File: config.mk
export PLATFORM = sky130hd
export DESIGN_NAME = eight_input_arbiter
export DESIGN_NICKNAME = d
export VERILOG_FILES = /design/src/rtl/eight_input_arbiter.sv
export SDC_FILE = /design/constraint.sdc
export NUM_CORES = 1
export LEC_CHECK = 0
export CORE_ASPECT_RATIO = 1.75
export CORE_MARGIN = 2
export CORE_UTILIZATION = 30
export DETAILED_ROUTE_END_ITERATION = 7
export SYNTH_ARGS = -nofsm -noshare
export SYNTH_HDL_FRONTEND = slang
export SYNTH_SLANG_ARGS = --single-unit
File: constraint.sdc
create_clock -name clk -period 10.7 [get_ports clk]
set_input_delay 2.14 -clock clk [delete_from_list [all_inputs] [get_ports clk]]
set_output_delay 2.14 -clock clk [all_outputs]
set_load 0.01 [all_outputs]
File: src/rtl/eight_input_arbiter.sv
// Eight-requester arbiter: fixed or round-robin priority with a per-grant hold limit.
// Grant is registered (latency 1); each release inserts a one-cycle GAP, and timeout pulses on a forced release.
module eight_input_arbiter #(
  parameter int unsigned MAX_HOLD = 15
) (
  input  logic       clk,
  input  logic       reset_n,
  input  logic [7:0] req,
  input  logic       rr_en,
  output logic [7:0] grant,
  output logic [3:0] grant_id,
  output logic       busy,
  output logic       timeout
);

  typedef enum logic [1:0] {IDLE, GRANT, GAP} state_t;

  localparam logic [7:0] HOLD_LAST = 8'(MAX_HOLD - 1);

  state_t     state_q, state_d;
  logic [7:0] grant_q, grant_d;
  logic [3:0] id_q, id_d;
  logic       busy_q, busy_d;
  logic       timeout_q, timeout_d;
  logic [7:0] hold_q, hold_d;
  logic [2:0] ptr_q, ptr_d;
  logic [2:0] win_q, win_d;

  logic       arb_found;
  logic [2:0] arb_idx;

  // Descending search; round-robin starts below the last winner so it ends up last.
  always_comb begin
    arb_found = 1'b0;
    arb_idx   = 3'd0;
    for (int k = 1; k <= 8; k++) begin
      if (!arb_found && req[rr_en ? (ptr_q - 3'(k)) : 3'(8 - k)]) begin
        arb_found = 1'b1;
        arb_idx   = rr_en ? (ptr_q - 3'(k)) : 3'(8 - k);
      end
    end
  end

  always_comb begin
    state_d   = state_q;
    grant_d   = grant_q;
    id_d      = id_q;
    busy_d    = busy_q;
    timeout_d = 1'b0;
    hold_d    = hold_q;
    ptr_d     = ptr_q;
    win_d     = win_q;
    case (state_q)
      IDLE, GAP: begin
        if (arb_found) begin
          state_d = GRANT;
          grant_d = 8'b1 << arb_idx;
          id_d    = 4'(arb_idx) + 4'd1;
          busy_d  = 1'b1;
          hold_d  = 8'd0;
          ptr_d   = arb_idx;
          win_d   = arb_idx;
        end else begin
          state_d = IDLE;
          grant_d = 8'h00;
          id_d    = 4'd0;
          busy_d  = 1'b0;
          hold_d  = 8'd0;
        end
      end
      GRANT: begin
        hold_d = hold_q + 8'd1;
        // A dropped request wins over the hold limit, so a coincident drop is a normal release.
        if (!req[win_q] || (hold_q == HOLD_LAST)) begin
          state_d   = GAP;
          grant_d   = 8'h00;
          id_d      = 4'd0;
          busy_d    = 1'b0;
          timeout_d = req[win_q];
        end
      end
      default: begin
        state_d = IDLE;
        grant_d = 8'h00;
        id_d    = 4'd0;
        busy_d  = 1'b0;
        hold_d  = 8'd0;
      end
    endcase
  end

  always_ff @(posedge clk or negedge reset_n) begin
    if (!reset_n) begin
      state_q   <= IDLE;
      grant_q   <= 8'h00;
      id_q      <= 4'd0;
      busy_q    <= 1'b0;
      timeout_q <= 1'b0;
      hold_q    <= 8'd0;
      ptr_q     <= 3'd0;
      win_q     <= 3'd0;
    end else begin
      state_q   <= state_d;
      grant_q   <= grant_d;
      id_q      <= id_d;
      busy_q    <= busy_d;
      timeout_q <= timeout_d;
      hold_q    <= hold_d;
      ptr_q     <= ptr_d;
      win_q     <= win_d;
    end
  end

  assign grant    = grant_q;
  assign grant_id = id_q;
  assign busy     = busy_q;
  assign timeout  = timeout_q;

endmodule

==> results of run 1 <==
## path summary, 6_finish.rpt
path	to	cells past startpoint
max	grant_id[2]	11
min	grant[2]	2
max reg2reg	grant_id[2]	13
min reg2reg	grant[2]	2
max in group asynchronous	hold_q[5]	2
min in group asynchronous	grant[1]	2
## power groups by stage
stage | sequential, mW | clock, mW | combinational (mW)
after CTS | 0.159 | 0.0914 | 0.541
after global routing | 0.163 | 0.0959 | 0.601
after floorplan | 0.156 | 0 | 0.405
after detailed placement | 0.160 | 0 | 0.538
final | 0.159 | 0.0894 | 0.539
after global placement | 0.160 | 0 | 0.538
## registers in the layout (all words and copies together), names as in the netlist
name,count
grant,8
hold_q,8
grant_id,4
ptr_q,3
busy,1
state_q,1
timeout,1
## metrics by stage
| stage | setup WS [ns] | hold slack, ns | std cells | power (mW) | instance area (um^2) |
|---|---|---|---|---|---|
| after floorplan | 6.097 | 0.4737 | 236 | 0.5614 | 2170 |
| after global placement | 4.629 | 0.4764 | 334 | 0.6984 | 2452 |
| after detailed placement | 4.535 | 0.4768 | 334 | 0.6982 | 2452 |
| after CTS | 4.787 | 0.4903 | 338 | 0.7912 | 2541 |
| after global routing | 4.421 | 0.5018 | 338 | 0.8595 | 2541 |
| final | 4.788 | 0.4846 | 338 | 0.7877 | 2541 |
## kinds of logic (layout without fill, tap and decap cells)
group / after synthesis / count (layout) / share of synthesized area, %
and+or+nand+nor: 92 / 92 / 22.55
AOI/OAI and AO/OA: 59 / 59 / 23.47
DFF: 26 / 26 / 29.99
buffers and inverters: 24 / 40 / 5.421
muxes: 17 / 17 / 9.746
adders and majority gates: 9 / 9 / 5.190
xor gates and xnor gates: 9 / 9 / 3.633
## final cells by class
type | instances | area (um^2) | share of cell area, %
Timing Repair Buffer | 26 | 255.2 | 10.04
Tap cell | 86 | 107.6 | 4.234
Inverter | 10 | 37.54 | 1.477
Clock buffer | 4 | 88.84 | 3.496
Sequential cell | 26 | 650.6 | 25.60
Multi-Input combinational cell | 186 | 1401 | 55.15
## worst min-delay path, cell delays in order, from the launching register on
cell     delay [ns]
dfrtp_1        0.35
nand2_1        0.05
o21ai_0        0.06
## placed cells by master (no fill, tap or decap), types with 3 or more instances in the layout
cell             netlist  layout
dfrtp_1               26      26
clkdlybuf4s50_1        0      24
nor2_1                23      23
nand2_1               20      20
o21ai_0               13      13
nor3_1                11      11
inv_1                 10      10
ha_1                   9       9
mux2i_1                8       8
xor2_1                 8       8
and3_1                 5       5
mux2_2                 5       5
nand3_1                5       5
and2_1                 4       4
nand2b_1               4       4
a221oi_1               4       4
a21oi_1                4       4
nor2b_1                4       4
a32o_1                 4       4
nor4bb_1               3       3
a211o_1                3       3
a211oi_1               3       3
nor4_1                 3       3
clkbuf_16              0       3
## routing by layer
metal  global-route usage, %  vias up  wire length, um
li1                        -      914                -
met4                   5.200        0              121
met5                       0        -                0
met3                   2.312       13              262
met2                   26.28       57             2844
met1                   18.29      900             2187
==> impl_results.md, run 1 <==
- Worst-path clk slew: 0.06 ns
- Combinational fraction of design power: 68.5%
- Hold_buf cts: 0
- Final WL: about 5.4 mm
- Status: complete, no violations
- Layout Nets: ~270
- Critical Path End Type: flip-flop
- Syn. warnings: 0
- Top FF cell, synth: dfrtp_1
- Fmax: between 0.15 and 0.2 GHz
- Yosys top cell area share: 29.99%
- Synth Register Bits: 26
- Rows: just over 40
- Post-synth EDFFs: 0
- Hold Vio Cnt, Final: 0
- Least-Margin Pin Slew: 0.9983 ns
- Clk sinks: 26
- HPWL after DPL: 4.052 mm
- Final Max Slew Viols: 0
- Maximum vdd drop: ~0.00015 V
- First-pass GRT wire length: 9.335 mm
- Post-DRT Antenna Nets: 0
- Final worst-path cycle share: 55.25%
- CTS resizes: 0
- IO Count: 25
- Initial antenna violation count: 0
- Syn nets: 256
- Post-CTS Setup Bufs: 0
- Slowest Stage Delay on Critical Path: 1.13 ns
- P_sw: 0.3776 mW
- Tightest Hold Check Type: flip-flop to flip-flop
- CTS tree: done
- Mapped Area: approximately 2200 um^2
- Core ar.: between 7000 and 8000 um^2
- Largest net degree at the start of global routing: 29
- Crit path cell chain: clkdlybuf4s50_1 > nand2_1 > o32ai_1 > a311oi_2 > nor4_4 > nand2_2 > o31a_1 > o32ai_2 > ha_1 > ha_1 > o21ai_0
- Synth area leaders: dfrtp_1 (30%), ha_1 (5.2%), nor2_1 (4.0%)
- Die H: 116.5 um
- Max cap viols: 0
- H-tree lvl count: 1
- Via count: about 1900
- Cts bufs inserted: 3
- Lkg Pwr: 1.086 nW
- Grt total ovfl: 0
- Post-synth top cells: dfrtp_1 (26), nor2_1 (23), nand2_1 (20), o21ai_0 (13), nor3_1 (11)
- WP buf/inv: 1
- Clk_lat worst skew: 0.26 ns
- Asr flop ratio synth: 100.0%
- RSZ-0062 raised after global routing: false
- Clock tree buffer depth: 2
- Clock Skew: 0.004814 ns
- Die W: 68.29 um
- Sw frac: 47.93%
- GRT Overall Usage: between 10% and 20%
- CP arrival: around 6.1 ns
- Starting Density: 30.43%
- Finished Core Util: 35.64%
- Vias in the first global route: between 1500 and 2000
- Clock power frac: a little under an eighth
- # port buffers: 24
- CP Class: input port to flip-flop
- Setup TNS: 0 ns
- Worst r2r src: ptr_q[0]
- Reg-to-reg setup timing slack: around 6.7 ns
- Worst Path Max Fanout: 28
- Worst Path Required: 10.87 ns
- Register area share after synthesis: between 20 and 30%
- DRC viols: 0
- Initial DRC count: 136
- Ant. Diodes: 0
- DIE AREA: approximately 8000 um^2
- Slew HR: 33.24%
- Number of fill cells: ~730
- Worst hold start: grant[2]
- Top-count cell post-synth: dfrtp_1
- Gpl congestion: 0.8448
- Vias per std cell: about 5.6
- Slowest-stage cell, CP: clkdlybuf4s50_1
- Area Growth Syn to Fin: 17.13%
- Synth Instances: between 200 and 250
- Crit start category: input port
- Synth area leader: dfrtp_1
- CP top delay family: compound AO/OA/AOI/OAI gates
- Pwr/cell area: just over 300 nW/um^2
- Wire per inst: approximately 16 um
- Share of layout cells above drive strength 1: between 10% and 20%
- Root buffer cell: clkbuf_16
- Avg Inst Size Synth: about 9.2 um^2
- # setup viols final: 0
- Most used cell, CP: ha_1
- Final min period: 5.912 ns
- Worst setup path start: rr_en
- Reg power frac: 20.2%
- Yosys cell types: 59
- P_int: 0.4101 mW
- Pre-antenna DRT Iters: 4
(Power assumes the default switching activity.)
==> inputs of run 2 (changes only) <==
Clock period 10.7 ns to 6.1 ns, I/O delays scaled along.
==> run 2 against run 1 <==
Final area is 0.25% lower. Largest power group unchanged. Critical endpoint unchanged. Largest cell class unchanged. Register-to-register slack got worse by 4.5 ns. Hold slack improved by 0.012 ns. Critical path depth grew 1. Highest routed layer unchanged.
==> impl_results.md, run 2 (synthesis results as in run 1) <==
- Worst r2r src: ptr_q[0]
- # port buffers: 24
- Via count: about 1900
- Final min period: ~4.5 ns
- WL met1: 2.165 mm
- Storage element area: about 650 um^2
- Hold_buf cts: 0
- # setup viols final: 0
- Clk_lat worst skew: about 0.26 ns
- Number of fill cells: 718
- H-tree lvl count: 1
- CTS tree: done
- Vias in the first global route: 1948
- Tightest Hold Check Type: flip-flop to flip-flop
- Gpl congestion: 0.9466
- R2R depth: 13
- Reg-to-reg setup timing slack: 2.22 ns
- Critical Path End Type: flip-flop
- Multi-input logic area: 1401 um^2
- Slew HR: 39.09%
- Status: complete, no violations
- Hold Vio Cnt, Final: 0
- Most common cell after layout, fill and taps aside: dfrtp_1
- Die H: between 100 and 150 um
- Most frequent cells in the layout: dfrtp_1 (26), clkdlybuf4s50_1 (24), nor2_1 (23)
- Setup TNS: 0 ns
- Post-DRT Antenna Nets: 0
- Maximum vdd drop: 0.0003228 V
- Grt total ovfl: 0
- Cts bufs inserted: 3
- WP buf/inv: 2
- CP arrival: 4.67 ns
- Initial antenna violation count: 0
- Lkg Pwr: 1.084 nW
- Fmax: 0.2226 GHz
- Worst R2R End: grant_id[2]
- CP top delay family: compound AO/OA/AOI/OAI gates
- Max cap viols: 0
- Wire per inst: between 15 and 20 um
- Vias per std cell: 5.740
- First-pass GRT wire length: around 9.5 mm
- CP Class: input port to flip-flop
- Worst Path Required: 6.28 ns
- Starting Density: 30.43%
- CTS resizes: 0
- Rows: 41
- Worst Path Max Fanout: 28
- Final worst-path cycle share: 73.64%
- Share of layout cells above drive strength 1: between 10% and 20%
- Hold depth: 2
- Layout Nets: between 200 and 300
- Ant. Diodes: 0
- Initial DRC count: 124
- Slowest Stage Delay on Critical Path: between 0.4 and 0.5 ns
- IO Count: 25
- Total chip power: roughly 1.4 mW
- WL met3: 271 um
- Core ar.: about 7100 um^2
- Crit path cell chain: clkdlybuf4s50_1 > buf_4 > nand2_1 > o32ai_1 > a311oi_2 > nor4_4 > nand2_2 > o31a_1 > o32ai_2 > ha_1 > ha_1 > o21ai_0
- GRT Overall Usage: 15.47%
- Post-CTS Setup Bufs: 0
- DIE AREA: 7955 um^2
- Root buffer cell: clkbuf_16
- Worst-path clk slew: 0.06 ns
- Final Max Slew Viols: 0
- DRC viols: 0
- Max layer used: met4
- HPWL after DPL: 4.302 mm
- Crit start category: input port
- Pwr/cell area: roughly 540 nW/um^2
- Pre-antenna DRT Iters: 5
- Met2 WL: between 2 and 3 mm
- Final WL: 5.686 mm
- Area Growth Syn to Fin: 16.84%
- RSZ-0062 raised after global routing: false
- Largest net degree at the start of global routing: 29
- Hold EP: grant[0]
- Clock tree buffer depth: 2
- Slowest-stage cell, CP: clkdlybuf4s50_1
- Clock Skew: 0.004915 ns
- Die W: 68.29 um
- Most used cell, CP: ha_1
- Worst hold start: grant[0]
- Least-Margin Pin Slew: roughly 0.9 ns
- Clk sinks: 26
run 2: report_power, final:
| part | switching [mW] | internal [mW] |
|---|---|---|
| sequential | 0.0504 | 0.225 |
| clock | 0.0564 | 0.0868 |
| combinational | 0.563 | 0.393 |
| total | 0.670 | 0.705 |
run 2: final cells by class:
type	count	area share [%]
Clock buffer	3	2.962
Tap cell	86	4.245
Multi-Input combinational cell	186	55.28
Sequential cell	26	25.67
Timing Repair Buffer	27	10.37
Inverter	10	1.481
run 2: worst max path at each step:
stage                     slack, ns   from     endpoint  cells after the start
final                          1.61  rr_en  grant_id[2]                     12
after global routing           1.42  rr_en  grant_id[2]                     12
after CTS                      1.65  rr_en  grant_id[2]                     12
after detailed placement       1.39  rr_en  grant_id[2]                     12
after global placement         1.41  rr_en  grant_id[1]                     12
after floorplan                2.42  rr_en  grant_id[2]                     11
run 2: tightest hold or removal path, stage by stage, from the launching register on:
cell and delay (ns):
dfrtp_1 0.35, nand2_1 0.05, o21ai_0 0.07
run 2: layer usage:
layer	vias up	GRT usage, %
li1	907	-
met1	925	17.47
met2	79	26.02
met3	29	1.734
met4	0	11.33
met5	-	0
run 2: through the flow:
step | utilization (%) | setup WS, ns | hold WS [ns] | cells | instance area (um^2)
finish | 35.55 | 1.608 | 0.4961 | 338 | 2535
global placement | 34.50 | 1.411 | 0.4877 | 335 | 2460
detailed placement | 34.50 | 1.387 | 0.4734 | 335 | 2460
floorplan | - | 2.417 | 0.4737 | 236 | 2170
CTS | 35.55 | 1.654 | 0.4985 | 338 | 2535
global route | 35.55 | 1.422 | 0.5177 | 338 | 2535
==> inputs of run 3 (changes only) <==
Clock period 6.1 ns to 4.1 ns, I/O delays scaled along.
==> run 3 against run 2 <==
Final area grew 5.8%. Clock skew shrank 0.0013 ns. First-iteration DRC count shrank 8.1%. Via count grew 1.8%. Non-clock buffer count grew 16. Clock power grew 64%. Wire length grew 0.26%. Critical path depth is the same. Clock-buffer cell count grew 1. Total power grew 60%. Hold slack lost 0.016 ns.
==> impl_results.md, run 3 (synthesis results as in run 1) <==
- IO Count: 25
- Fmax: about 0.26 GHz
- Max cap viols: 0
- HPWL after DPL: 4.391 mm
- Ant. Diodes: 0
- Critical Path End Type: flip-flop
- Clk_lat worst skew: 0.26 ns
- Clock power frac: 10.6%
- Wire per inst: 16.06 um
- Final min period: 3.833 ns
- Vias in the first global route: between 1500 and 2000
- CP Class: input port to flip-flop
- Post-DRT Antenna Nets: 0
- Combinational fraction of design power: 70.9%
- Worst R2R End: grant_id[2]
- Clock tree buffer depth: 2
- R2R depth: 10
- Area Growth Syn to Fin: 23.59%
- H-tree lvl count: 1
- Hold Vio Cnt, Final: 0
- Grt total ovfl: 0
- Slowest-stage cell, CP: clkdlybuf4s50_1
- Lkg Pwr: 1.172 nW
- CP arrival: ~4 ns
- WP buf/inv: 2
- Worst hold start: grant[0]
- Worst-path clk slew: 0.06 ns
- Slew HR: 56.36%
- P_sw: around 1.0 mW
- DP Area: about 2600 um^2
- Starting Density: between 30% and 40%
- First-pass GRT wire length: around 9.4 mm
- Hold EP: grant[0]
- Root buffer cell: clkbuf_16
- Sw frac: a little under half
- Crit path cell chain: clkdlybuf4s50_1 > buf_12 > nand2_4 > a221oi_1 > o22ai_2 > nor4_4 > nand2_2 > o31a_1 > o32ai_2 > ha_1 > ha_1 > o21ai_0
- Reg-to-reg setup timing slack: 0.76 ns
- Hold_buf cts: 0
- Final instance area: around 2700 um^2
- DIE AREA: around 8000 um^2
- Least-Margin Pin Slew: roughly 0.65 ns
- Pre-antenna DRT Iters: 4
- DRC viols: 0
- Clock Skew: around 0.0036 ns
- Die W: between 60 and 70 um
- Worst r2r src: ptr_q[2]
- Worst Path Required: around 4.3 ns
- Layout Nets: slightly below 300
- Crit start category: input port
- Storage element area: 650.6 um^2
- # setup viols final: 0
- Status: complete, no violations
- Vias per std cell: 5.563
- Tightest Hold Check Type: flip-flop to flip-flop
- Post-CTS Setup Bufs: 0
- Multi-input logic area: ~1400 um^2
- P_int: 1.188 mW
- GRT Overall Usage: 15.41%
- Setup TNS: 0 ns
- Slowest Stage Delay on Critical Path: ~0.51 ns
- Pwr/cell area: 822.9 nW/um^2
- Final WL: 5.701 mm
- Largest net degree at the start of global routing: 29
- Most used cell, CP: ha_1
- Maximum vdd drop: roughly 0.00063 V
- Worst Path Max Fanout: 28
- Reg power frac: a little under a fifth
- Clk sinks: 26
- Hold slack: 0.4805 ns
- Final worst-path cycle share: 93.49%
- Core ar.: 7131 um^2
- Rows: 41
- Final Max Slew Viols: 0
- Total chip power: between 2 and 2.5 mW
- Via count: 1975
- Cts bufs inserted: 3
- CP top delay family: compound AO/OA/AOI/OAI gates
- # port buffers: 24
- RSZ-0062 raised after global routing: false
- Most common cell after layout, fill and taps aside: dfrtp_1
- CTS tree: done
- Number of fill cells: approximately 710
- Die H: 116.5 um
- CTS resizes: 0
- Hold depth: 2
- Most frequent cells in the layout: dfrtp_1 (26), clkdlybuf4s50_1 (24), nor2_1 (23)
- Initial DRC count: 114
- Share of layout cells above drive strength 1: roughly 16%
- Initial antenna violation count: 0
- Finished Core Util: around 38%
- Gpl congestion: approximately 0.83
-- run 3: per-stage QoR --
| stage | worst slack [ns] | instances |
|---|---|---|
| finish | 0.2669 | 355 |
| detailed placement | 0.01019 | 351 |
| global route | 0.02884 | 355 |
| CTS | 0.2921 | 355 |
| floorplan | 0.7079 | 236 |
| global placement | 0.08374 | 351 |
-- run 3: cell type report --
type | count | area share [%]
Sequential cell | 26 | 24.27
Timing Repair Buffer | 43 | 14.75
Multi-Input combinational cell | 186 | 52.26
Inverter | 10 | 1.400
Tap cell | 86 | 4.013
Clock buffer | 4 | 3.313
-- run 3: worst max path at each step --
stage                   from           to  cells past startpoint
global placement       rr_en  grant_id[2]                     12
global route           rr_en  grant_id[2]                     12
CTS                    rr_en  grant_id[2]                     12
finish                 rr_en  grant_id[2]                     12
floorplan           ptr_q[0]  grant_id[2]                     14
detailed placement     rr_en  grant_id[2]                     12
-- run 3: metal layers --
layer	global-route usage, %	share of wire, %	vias up
met5	0	0	-
met1	17.78	40	955
met3	1.445	3.9	18
met4	8.133	3.9	0
met2	27.25	52	55
li1	-	-	947
-- run 3: power by group through the flow --
stage | Clock (mW) | Sequential, mW | Combinational [mW]
2_1_floorplan | 0 | 0.407 | 1.06
3_3_place_gp | 0 | 0.414 | 1.56
3_5_place_dp | 0 | 0.410 | 1.56
4_1_cts | 0.241 | 0.409 | 1.57
5_1_grt | 0.252 | 0.420 | 1.72
6_report | 0.234 | 0.408 | 1.56
-- run 3: tightest hold or removal path: stages, from the launching register on --
cell and delay, ns:
dfrtp_1 0.34, nand2_1 0.04, o21ai_0 0.06
